===== src/rtl/hazard_ctrl_unit_if.sv =====
// Pipeline-side hazard bus: ID/EX/MEM operand info, request channels and stall/bubble controls.
// master = pipeline / request sources, slave = hazard_ctrl_unit.
interface hazard_ctrl_unit_if #(
  parameter int REG_ADDR_W = 5,
  parameter int NUM_REQ    = 2
);
  logic                  branch_id;
  logic                  jal_id;
  logic                  jalr_id;
  logic                  pc_src_id;
  logic [REG_ADDR_W-1:0] rs1_id;
  logic [REG_ADDR_W-1:0] rs2_id;
  logic                  rs1_used_id;
  logic                  rs2_used_id;
  logic [REG_ADDR_W-1:0] rd_ex;
  logic                  reg_write_ex;
  logic                  mem_read_ex;
  logic [REG_ADDR_W-1:0] rd_mem;
  logic                  mem_read_mem;
  logic [NUM_REQ-1:0]    req_valid;
  logic [NUM_REQ-1:0]    req_done;
  logic [4:0]            stall;
  logic [4:0]            bubble;
  logic                  req_wait;
  logic                  timeout_err;

  modport master (
    output branch_id, jal_id, jalr_id, pc_src_id,
    output rs1_id, rs2_id, rs1_used_id, rs2_used_id,
    output rd_ex, reg_write_ex, mem_read_ex, rd_mem, mem_read_mem,
    output req_valid, req_done,
    input  stall, bubble, req_wait, timeout_err
  );

  modport slave (
    input  branch_id, jal_id, jalr_id, pc_src_id,
    input  rs1_id, rs2_id, rs1_used_id, rs2_used_id,
    input  rd_ex, reg_write_ex, mem_read_ex, rd_mem, mem_read_mem,
    input  req_valid, req_done,
    output stall, bubble, req_wait, timeout_err
  );
endinterface


===== src/rtl/hazard_ctrl_unit.sv =====
// Hazard controller for the 5-stage core: load-use, ID branch dependency, redirect flush and request freeze.
// Optional HAZ_PERF_CNT_EN adds stall_cycles / flush_count performance counters.
//
// state    | meaning
// IDLE     | no request freeze in progress (a new request still freezes combinationally)
// REQ_WAIT | pipeline frozen on at least one pending request, wait_cnt running
module hazard_ctrl_unit #(
  parameter int REG_ADDR_W  = 5,
  parameter int NUM_REQ     = 2,
  parameter int TIMEOUT_CYC = 1024
) (
  input  logic                clk,
  input  logic                rst,
  hazard_ctrl_unit_if.slave   hz
`ifdef HAZ_PERF_CNT_EN
  ,
  output logic [31:0]         stall_cycles,
  output logic [31:0]         flush_count
`endif
);

  localparam int CNT_W = (TIMEOUT_CYC > 2) ? $clog2(TIMEOUT_CYC) : 1;
  localparam logic [CNT_W-1:0] CNT_LAST = CNT_W'(TIMEOUT_CYC - 1);

  typedef enum logic {IDLE, REQ_WAIT} state_t;

  state_t             state;
  logic [NUM_REQ-1:0] pend_q;
  logic [CNT_W-1:0]   wait_cnt;
  logic               err_q;

  logic [NUM_REQ-1:0] pend;
  logic               any_pend;
  logic               timeout_hit;
  logic               freeze;
  logic               hit_ex;
  logic               hit_mem;
  logic               ctrl_id;
  logic               load_use;
  logic               br_dep;
  logic               redirect;
  logic [4:0]         stall_c;
  logic [4:0]         bubble_c;
  logic               wait_c;

  // A done pulse cancels its own channel in the same cycle, so valid&done never freezes.
  assign pend        = (pend_q | hz.req_valid) & ~hz.req_done;
  assign any_pend    = |pend;
  assign timeout_hit = (state == REQ_WAIT) && (wait_cnt == CNT_LAST);
  assign freeze      = any_pend & ~timeout_hit;

  assign hit_ex  = (hz.rd_ex != '0) &
                   ((hz.rs1_used_id & (hz.rs1_id == hz.rd_ex)) |
                    (hz.rs2_used_id & (hz.rs2_id == hz.rd_ex)));
  assign hit_mem = (hz.rd_mem != '0) &
                   ((hz.rs1_used_id & (hz.rs1_id == hz.rd_mem)) |
                    (hz.rs2_used_id & (hz.rs2_id == hz.rd_mem)));

  assign ctrl_id  = hz.branch_id | hz.jal_id | hz.jalr_id;
  assign load_use = hz.mem_read_ex & hit_ex;
  assign br_dep   = ctrl_id & ((hz.reg_write_ex & hit_ex) | (hz.mem_read_mem & hit_mem));
  assign redirect = ctrl_id & hz.pc_src_id;

  always_comb begin
    stall_c  = 5'b00000;
    bubble_c = 5'b00000;
    wait_c   = 1'b0;
    if (rst) begin
      if (freeze) begin
        stall_c = 5'b11111;
        wait_c  = 1'b1;
      end else if (load_use || br_dep) begin
        stall_c  = 5'b00011;
        bubble_c = 5'b00100;
      end else if (redirect) begin
        bubble_c = 5'b00001;
      end
    end
  end

  assign hz.stall       = stall_c;
  assign hz.bubble      = bubble_c;
  assign hz.req_wait    = wait_c;
  // The timeout is flagged in the very cycle the freeze is released.
  assign hz.timeout_err = err_q | (rst & timeout_hit);

  always_ff @(posedge clk) begin
    if (!rst) begin
      state    <= IDLE;
      pend_q   <= '0;
      wait_cnt <= '0;
      err_q    <= 1'b0;
    end else begin
      case (state)
        IDLE: begin
          pend_q   <= pend;
          wait_cnt <= '0;
          if (any_pend) state <= REQ_WAIT;
        end
        REQ_WAIT: begin
          if (timeout_hit) begin
            state    <= IDLE;
            pend_q   <= '0;
            wait_cnt <= '0;
            err_q    <= 1'b1;
          end else if (!any_pend) begin
            state    <= IDLE;
            pend_q   <= '0;
            wait_cnt <= '0;
          end else begin
            pend_q   <= pend;
            wait_cnt <= wait_cnt + CNT_W'(1);
          end
        end
        default: begin
          state    <= IDLE;
          pend_q   <= '0;
          wait_cnt <= '0;
        end
      endcase
    end
  end

`ifdef HAZ_PERF_CNT_EN
  always_ff @(posedge clk) begin
    if (!rst) begin
      stall_cycles <= '0;
      flush_count  <= '0;
    end else begin
      if (|stall_c)   stall_cycles <= stall_cycles + 32'd1;
      if (bubble_c[0]) flush_count <= flush_count + 32'd1;
    end
  end
`endif

endmodule


===== src/flat_wrapper.sv =====
// flat-port wrapper written by rule: the top's interface ports become plain ports
module hazard_ctrl_unit_flat 
#(
  parameter int REG_ADDR_W  = 5,
  parameter int NUM_REQ     = 2,
  parameter int TIMEOUT_CYC = 1024
)
  (clk, rst, hz_branch_id, hz_jal_id, hz_jalr_id, hz_pc_src_id, hz_rs1_id, hz_rs2_id, hz_rs1_used_id, hz_rs2_used_id, hz_rd_ex, hz_reg_write_ex, hz_mem_read_ex, hz_rd_mem, hz_mem_read_mem, hz_req_valid, hz_req_done, hz_stall, hz_bubble, hz_req_wait, hz_timeout_err);
  hazard_ctrl_unit_if #(.REG_ADDR_W(REG_ADDR_W), .NUM_REQ(NUM_REQ)) hz_i ();
  input  logic clk;
  input  logic rst;
  input wire logic [$bits(hz_i.branch_id)-1:0] hz_branch_id;
  input wire logic [$bits(hz_i.jal_id)-1:0] hz_jal_id;
  input wire logic [$bits(hz_i.jalr_id)-1:0] hz_jalr_id;
  input wire logic [$bits(hz_i.pc_src_id)-1:0] hz_pc_src_id;
  input wire logic [$bits(hz_i.rs1_id)-1:0] hz_rs1_id;
  input wire logic [$bits(hz_i.rs2_id)-1:0] hz_rs2_id;
  input wire logic [$bits(hz_i.rs1_used_id)-1:0] hz_rs1_used_id;
  input wire logic [$bits(hz_i.rs2_used_id)-1:0] hz_rs2_used_id;
  input wire logic [$bits(hz_i.rd_ex)-1:0] hz_rd_ex;
  input wire logic [$bits(hz_i.reg_write_ex)-1:0] hz_reg_write_ex;
  input wire logic [$bits(hz_i.mem_read_ex)-1:0] hz_mem_read_ex;
  input wire logic [$bits(hz_i.rd_mem)-1:0] hz_rd_mem;
  input wire logic [$bits(hz_i.mem_read_mem)-1:0] hz_mem_read_mem;
  input wire logic [$bits(hz_i.req_valid)-1:0] hz_req_valid;
  input wire logic [$bits(hz_i.req_done)-1:0] hz_req_done;
  output wire logic [$bits(hz_i.stall)-1:0] hz_stall;
  output wire logic [$bits(hz_i.bubble)-1:0] hz_bubble;
  output wire logic [$bits(hz_i.req_wait)-1:0] hz_req_wait;
  output wire logic [$bits(hz_i.timeout_err)-1:0] hz_timeout_err;
  assign hz_i.branch_id = hz_branch_id;
  assign hz_i.jal_id = hz_jal_id;
  assign hz_i.jalr_id = hz_jalr_id;
  assign hz_i.pc_src_id = hz_pc_src_id;
  assign hz_i.rs1_id = hz_rs1_id;
  assign hz_i.rs2_id = hz_rs2_id;
  assign hz_i.rs1_used_id = hz_rs1_used_id;
  assign hz_i.rs2_used_id = hz_rs2_used_id;
  assign hz_i.rd_ex = hz_rd_ex;
  assign hz_i.reg_write_ex = hz_reg_write_ex;
  assign hz_i.mem_read_ex = hz_mem_read_ex;
  assign hz_i.rd_mem = hz_rd_mem;
  assign hz_i.mem_read_mem = hz_mem_read_mem;
  assign hz_i.req_valid = hz_req_valid;
  assign hz_i.req_done = hz_req_done;
  assign hz_stall = hz_i.stall;
  assign hz_bubble = hz_i.bubble;
  assign hz_req_wait = hz_i.req_wait;
  assign hz_timeout_err = hz_i.timeout_err;
  hazard_ctrl_unit #(.REG_ADDR_W(REG_ADDR_W), .NUM_REQ(NUM_REQ), .TIMEOUT_CYC(TIMEOUT_CYC)) u_core (.clk(clk), .rst(rst), .hz(hz_i));
endmodule

===== config.mk =====
export PLATFORM = sky130hd
export DESIGN_NAME = hazard_ctrl_unit_flat
export DESIGN_NICKNAME = d
export VERILOG_FILES = /design/src/rtl/hazard_ctrl_unit_if.sv /design/src/rtl/hazard_ctrl_unit.sv /design/src/flat_wrapper.sv
export SDC_FILE = /design/constraint.sdc
export NUM_CORES = 1
export LEC_CHECK = 0
export BUFFER_PORTS_ARGS = -buffer_cell sky130_fd_sc_hd__buf_4
export CORE_MARGIN = 8
export CORE_UTILIZATION = 44
export CTS_CLUSTER_DIAMETER = 150
export CTS_CLUSTER_SIZE = 16
export DETAILED_ROUTE_END_ITERATION = 8
export PLACE_DENSITY = 0.78
export SYNTH_ARGS = -nofsm -noshare
export SYNTH_HDL_FRONTEND = slang
export SYNTH_SLANG_ARGS = --single-unit

===== constraint.sdc =====
create_clock -name clk -period 2.3 [get_ports clk]
set_clock_uncertainty 0.2 [all_clocks]
set_input_delay 0.46 -clock clk [delete_from_list [all_inputs] [get_ports clk]]
set_output_delay 0.46 -clock clk [all_outputs]
set_load 0.005 [all_outputs]

* After elaboration in Yosys (flattened, before gate mapping) *
Index checks and enable logic that the tools add are counted.

operators by class
  add/subtract/negate cells = 1
  multipliers = 0
  div/mod/pow operators = 0
  $lt $le $gt $ge = 0
  equal/unequal tests = 5
  shifts and indexed selects = 0
  multiplexer cells = 18
  bitwise gates (word level) = 24
  reductions and logical operators = 6

operators with widths
  cell                   number
  $mux 5                 5
  $eq 5x5->1             4
  $mux 10                2
  $pmux 10 s2            1
  $and 1x1->1            13
  $add 10x1->10 const B  1
  $eq 10x10->1 const B   1
  $reduce_bool 5->1      2
  $mux 2                 3
  $or 1x1->1             6
  $mux 1                 5
  $pmux 2 s2             1
  $and 2x2->2            1
  $not 1->1              2
  $not 2->2              1
  $or 2x2->2             1
  $pmux 1 s2             1
  $reduce_and 2->1       1
  $reduce_or 2->1        1
  $logic_and 1x1->1      1
  $logic_or 1x1->1       1

word-level totals
  bits in registers = 14
  latch bits = 0
  memory bits (writable) = 0
  ROM bits = 0
  input port bits = 35
  output and inout port bits = 12
  word-level logic and storage cells = 58
  memories = 0

* Logic depth before layout (Yosys ltp) *
  word-level depth = 11
  mapped depth = 6
  mapped depth without buffers = 6

* Least setup slack after synthesis *
OpenSTA, ideal clock, no wires.

  path kind = input to output
  from = in hz_rd_mem[1]
  to = out hz_stall[1]
  data arrival time = 1559 ps
  data required time = 1640 ps
  path slack = 81 ps
  stages on the path = 5
  path buffers = 1
  cell sequence = or3_1 > o311a_1 > a22oi_2 > o21bai_1 > buf_4

between the ends
  cells in the longest elaborated chain, start to end = 11
  elaborated cells on any way between the ends = 14
  those cells by class = 2 x eq/ne; 3 x mux; 7 x bitwise; 2 x reduce/logical

RTL lines
  item                                   RTL line                                        RTL
  start: declaration                     flat_wrapper.sv:23                              input wire logic [$bits(hz_i.rd_mem)-1:0] hz_rd_mem;
  $eq 5x5->1, on equally long branches   hazard_ctrl_unit.sv:56, hazard_ctrl_unit.sv:57
  $and 1x1->1, on equally long branches  hazard_ctrl_unit.sv:56, hazard_ctrl_unit.sv:57
  $or 1x1->1                             hazard_ctrl_unit.sv:56                          ((hz.rs1_used_id & (hz.rs1_id == hz.rd_mem)) |
  $and 1x1->1 *                          hazard_ctrl_unit.sv:55                          assign hit_mem = (hz.rd_mem != '0) &
  $and 1x1->1 *                          hazard_ctrl_unit.sv:61                          assign br_dep = ctrl_id & ((hz.reg_write_ex & hit_ex) | (hz.mem_read_mem & hit_mem));
  $or 1x1->1 *                           hazard_ctrl_unit.sv:61
  $and 1x1->1 *                          hazard_ctrl_unit.sv:61
  $logic_or 1x1->1 *                     hazard_ctrl_unit.sv:72                          end else if (load_use || br_dep) begin
  $mux 2 *                               hazard_ctrl_unit.sv:72
  $mux 5 *                               hazard_ctrl_unit.sv:69                          if (freeze) begin
  $mux 5 *                               hazard_ctrl_unit.sv:68                          if (rst) begin
  end: declaration                       flat_wrapper.sv:27                              output wire logic [$bits(hz_i.stall)-1:0] hz_stall;

Every way passes the cells marked *; elsewhere a longest branch is shown, timed or not.

* Worst setup path after layout *
  from = in hz_rd_mem[1]
  to = out hz_bubble[0]

between the ends
  cells in the longest elaborated chain, start to end = 11
  elaborated cells on any way between the ends = 14
  those cells by class = 2 x eq/ne; 3 x mux; 7 x bitwise; 2 x reduce/logical

RTL lines
  item                                   RTL line                                        RTL
  $eq 5x5->1, on equally long branches   hazard_ctrl_unit.sv:56, hazard_ctrl_unit.sv:57
  $and 1x1->1, on equally long branches  hazard_ctrl_unit.sv:56, hazard_ctrl_unit.sv:57
  $or 1x1->1                             hazard_ctrl_unit.sv:56
  $and 1x1->1 *                          hazard_ctrl_unit.sv:55
  $and 1x1->1 *                          hazard_ctrl_unit.sv:61
  $or 1x1->1 *                           hazard_ctrl_unit.sv:61
  $and 1x1->1 *                          hazard_ctrl_unit.sv:61
  $logic_or 1x1->1 *                     hazard_ctrl_unit.sv:72
  $mux 5 *                               hazard_ctrl_unit.sv:72
  $mux 5 *                               hazard_ctrl_unit.sv:69
  $mux 5 *                               hazard_ctrl_unit.sv:68
  end: declaration                       flat_wrapper.sv:28                              output wire logic [$bits(hz_i.bubble)-1:0] hz_bubble;

Marks and branches as above.

==> results.tsv <==
metric	value	unit
clk_latency	0.29	ns
wl	2780	µm
p_leak	0.580	nW
die_y	61.3	µm
crit_arrival	1.75	ns
fmax	414	MHz
cts_hold_buffers	0	
worstSetupPathType	input pin to output port	
finalSetupViolations	4	
die-area	3760	µm²
crit_family	simple AND/OR/NAND/NOR gates	
synth_seq_area_share	31.0	%
num_antenna_cells	0	
first_pass_iters	4	
start_kind	input pin	
overflow	0	
die_x	61.3	µm
ys_top_cells_by_area	dfxtp_1 (31%), xnor2_1 (24%), buf_4 (5.8%)	
layout_common_cells	buf_4 (49), xnor2_1 (25), nor2_1 (13)	
core	1940	µm²
placed_cells	179	
cts_buffers	3	
grt_max_degree	10	
crit_buf_inv	2	
io_pins	47	
status	complete, but fails checks	
drt_iter0_drc	14	
io_buffer_count	43	
rsz0062_at_grt	true	
period_minus_slack	2.41	ns
syn_area	903	µm²
grt_pass1_wl	4350	µm
antenna_left	0	
timing.final.max_slew_violations	0	
clockBufferDepth	2	
tns	-0.278	ns
cts_tree	built	
ys_ff_latch	14	
cp_data_required_time	1.64	ns
viasPerCell	5.11	
yosys_warnings	0	
antenna_found_initial	0	
setup_ws	-0.114	ns
syn_avg_cell_area	8.29	µm²
end_kind	output port	
synthCells	109	
pwr_density_cell	426	nW/µm²
yosysTopAreaCell	dfxtp_1	
yosys.area.top_type_share	31.0	%
vias	950	
yosysUniqueCellTypes	23	
final_hold_viol_count	0	
num-nets-final	196	
worstPathMaxFanout	3	
critPathSlowestCell	or3_4	
crit_chain	buf_6 -> or3_4 -> o311a_1 -> a22oi_2 -> and4_1 -> buf_4	
cp_slowest_stage_delay	0.37	ns
dpl.hpwl	2170	µm
worstHoldPathType	input pin to register	
violations	setup timing	
drc	0	
row_count	16	
clk_pin_slew	0.08	ns
final_common_cell	buf_4	
cts_num_sinks	14	
initial_core_util	46.5	%
min_period_over_period	105	%
pre_cts_ws	-0.173	ns
area_growth	51.1	%
ir_worst_vdd	0.520	mV
grt_use_total	15.2	%
gp_congestion	0.911	
wire_per_inst	14.9	µm
drv_cap	0	
grt_pass1_vias	1042	
final_cells	186	
cts-htree-levels	1	
drive_gt1_share	40.3	%
root_buffer	clkbuf_4	
layer usage:
metal  GRT usage, %  vias up  wire, µm
met5              0        -         0
met4           5.98        0        37
met3           6.05        4       188
met2           26.7       39      1410
met1           15.6      444      1140
li1               -      463         -
cell type report:
| type | count | area [µm²] |
|---|---|---|
| clock buffer | 4 | 36.3 |
| tap | 27 | 33.8 |
| inverter | 2 | 7.51 |
| sequential | 14 | 285 |
| fill | 152 | 577 |
| timing repair buffer | 51 | 390 |
| multi-input combinational | 88 | 612 |
through the flow:
| stage | instance area, µm² | hold slack (ns) | total power [mW] | utilization [%] |
|---|---|---|---|---|
| 2_1_floorplan | 911 | 0.225 | 0.321 | - |
| 3_3_place_gp | 1250 | 0.240 | 0.397 | 64.5 |
| 3_5_place_dp | 1250 | 0.244 | 0.399 | 64.5 |
| 4_1_cts | 1340 | 0.248 | 0.576 | 68.8 |
| 5_1_grt | 1370 | 0.246 | 0.610 | 70.3 |
| 6_report | 1370 | 0.254 | 0.581 | 70.3 |
kinds of logic (layout without fill, tap and decap cells):
kind of cell	count (synthesis)	after routing	share of synthesized area (%)
simple gates	44	44	24.2
fa+ha+maj	1	1	1.38
xor+xnor	28	28	27.1
other cells	1	3	0.415
compound gates	12	12	9.14
flops	14	14	31.0
buf+inv	9	57	6.65
synth_stat cells (all sizes together):
library cell	n
o22ai	2
conb	1
nor2b	1
xnor2	25
or3	2
nand3	4
xor2	3
o21bai	3
nor2	13
o21ai	1
o311a	1
a22oi	1
nand4	4
and2	1
inv	2
dfxtp	14
nor3	1
a21oi	4
ha	1
and4	2
nand2	9
and3	7
buf	7
flip-flops by register name, indices dropped and copies added (netlist names):
signal           count
u_core.pend_q        2
u_core.wait_cnt     10
u_core.err_q         1
u_core.state         1
report_power, final:
part	leakage, nW	switching [mW]	internal [mW]
sequential	0.115	0.00175	0.245
clock	0.0210	0.0839	0.0964
combinational	0.444	0.0623	0.0919
total	0.580	0.148	0.433
timing repair:
item | in CTS | in global routing
resized for setup | 9 | 4
setup buffers | 1 | 2
endpoints found under the setup margin | 9 | 8
pin swaps | 3 | 3
final timing paths:
path	start	endpoint	slack, ns	cells past startpoint
worst min register to register	u_core.err_q	u_core.err_q	0.27	2
worst min-delay path	rst	u_core.state	0.25	2
worst max-delay path	hz_rd_mem[1]	hz_bubble[0]	-0.11	6
worst max register to register	u_core.wait_cnt[1]	u_core.wait_cnt[9]	0.45	7
No activity file was read; power rests on OpenSTA's default activity.
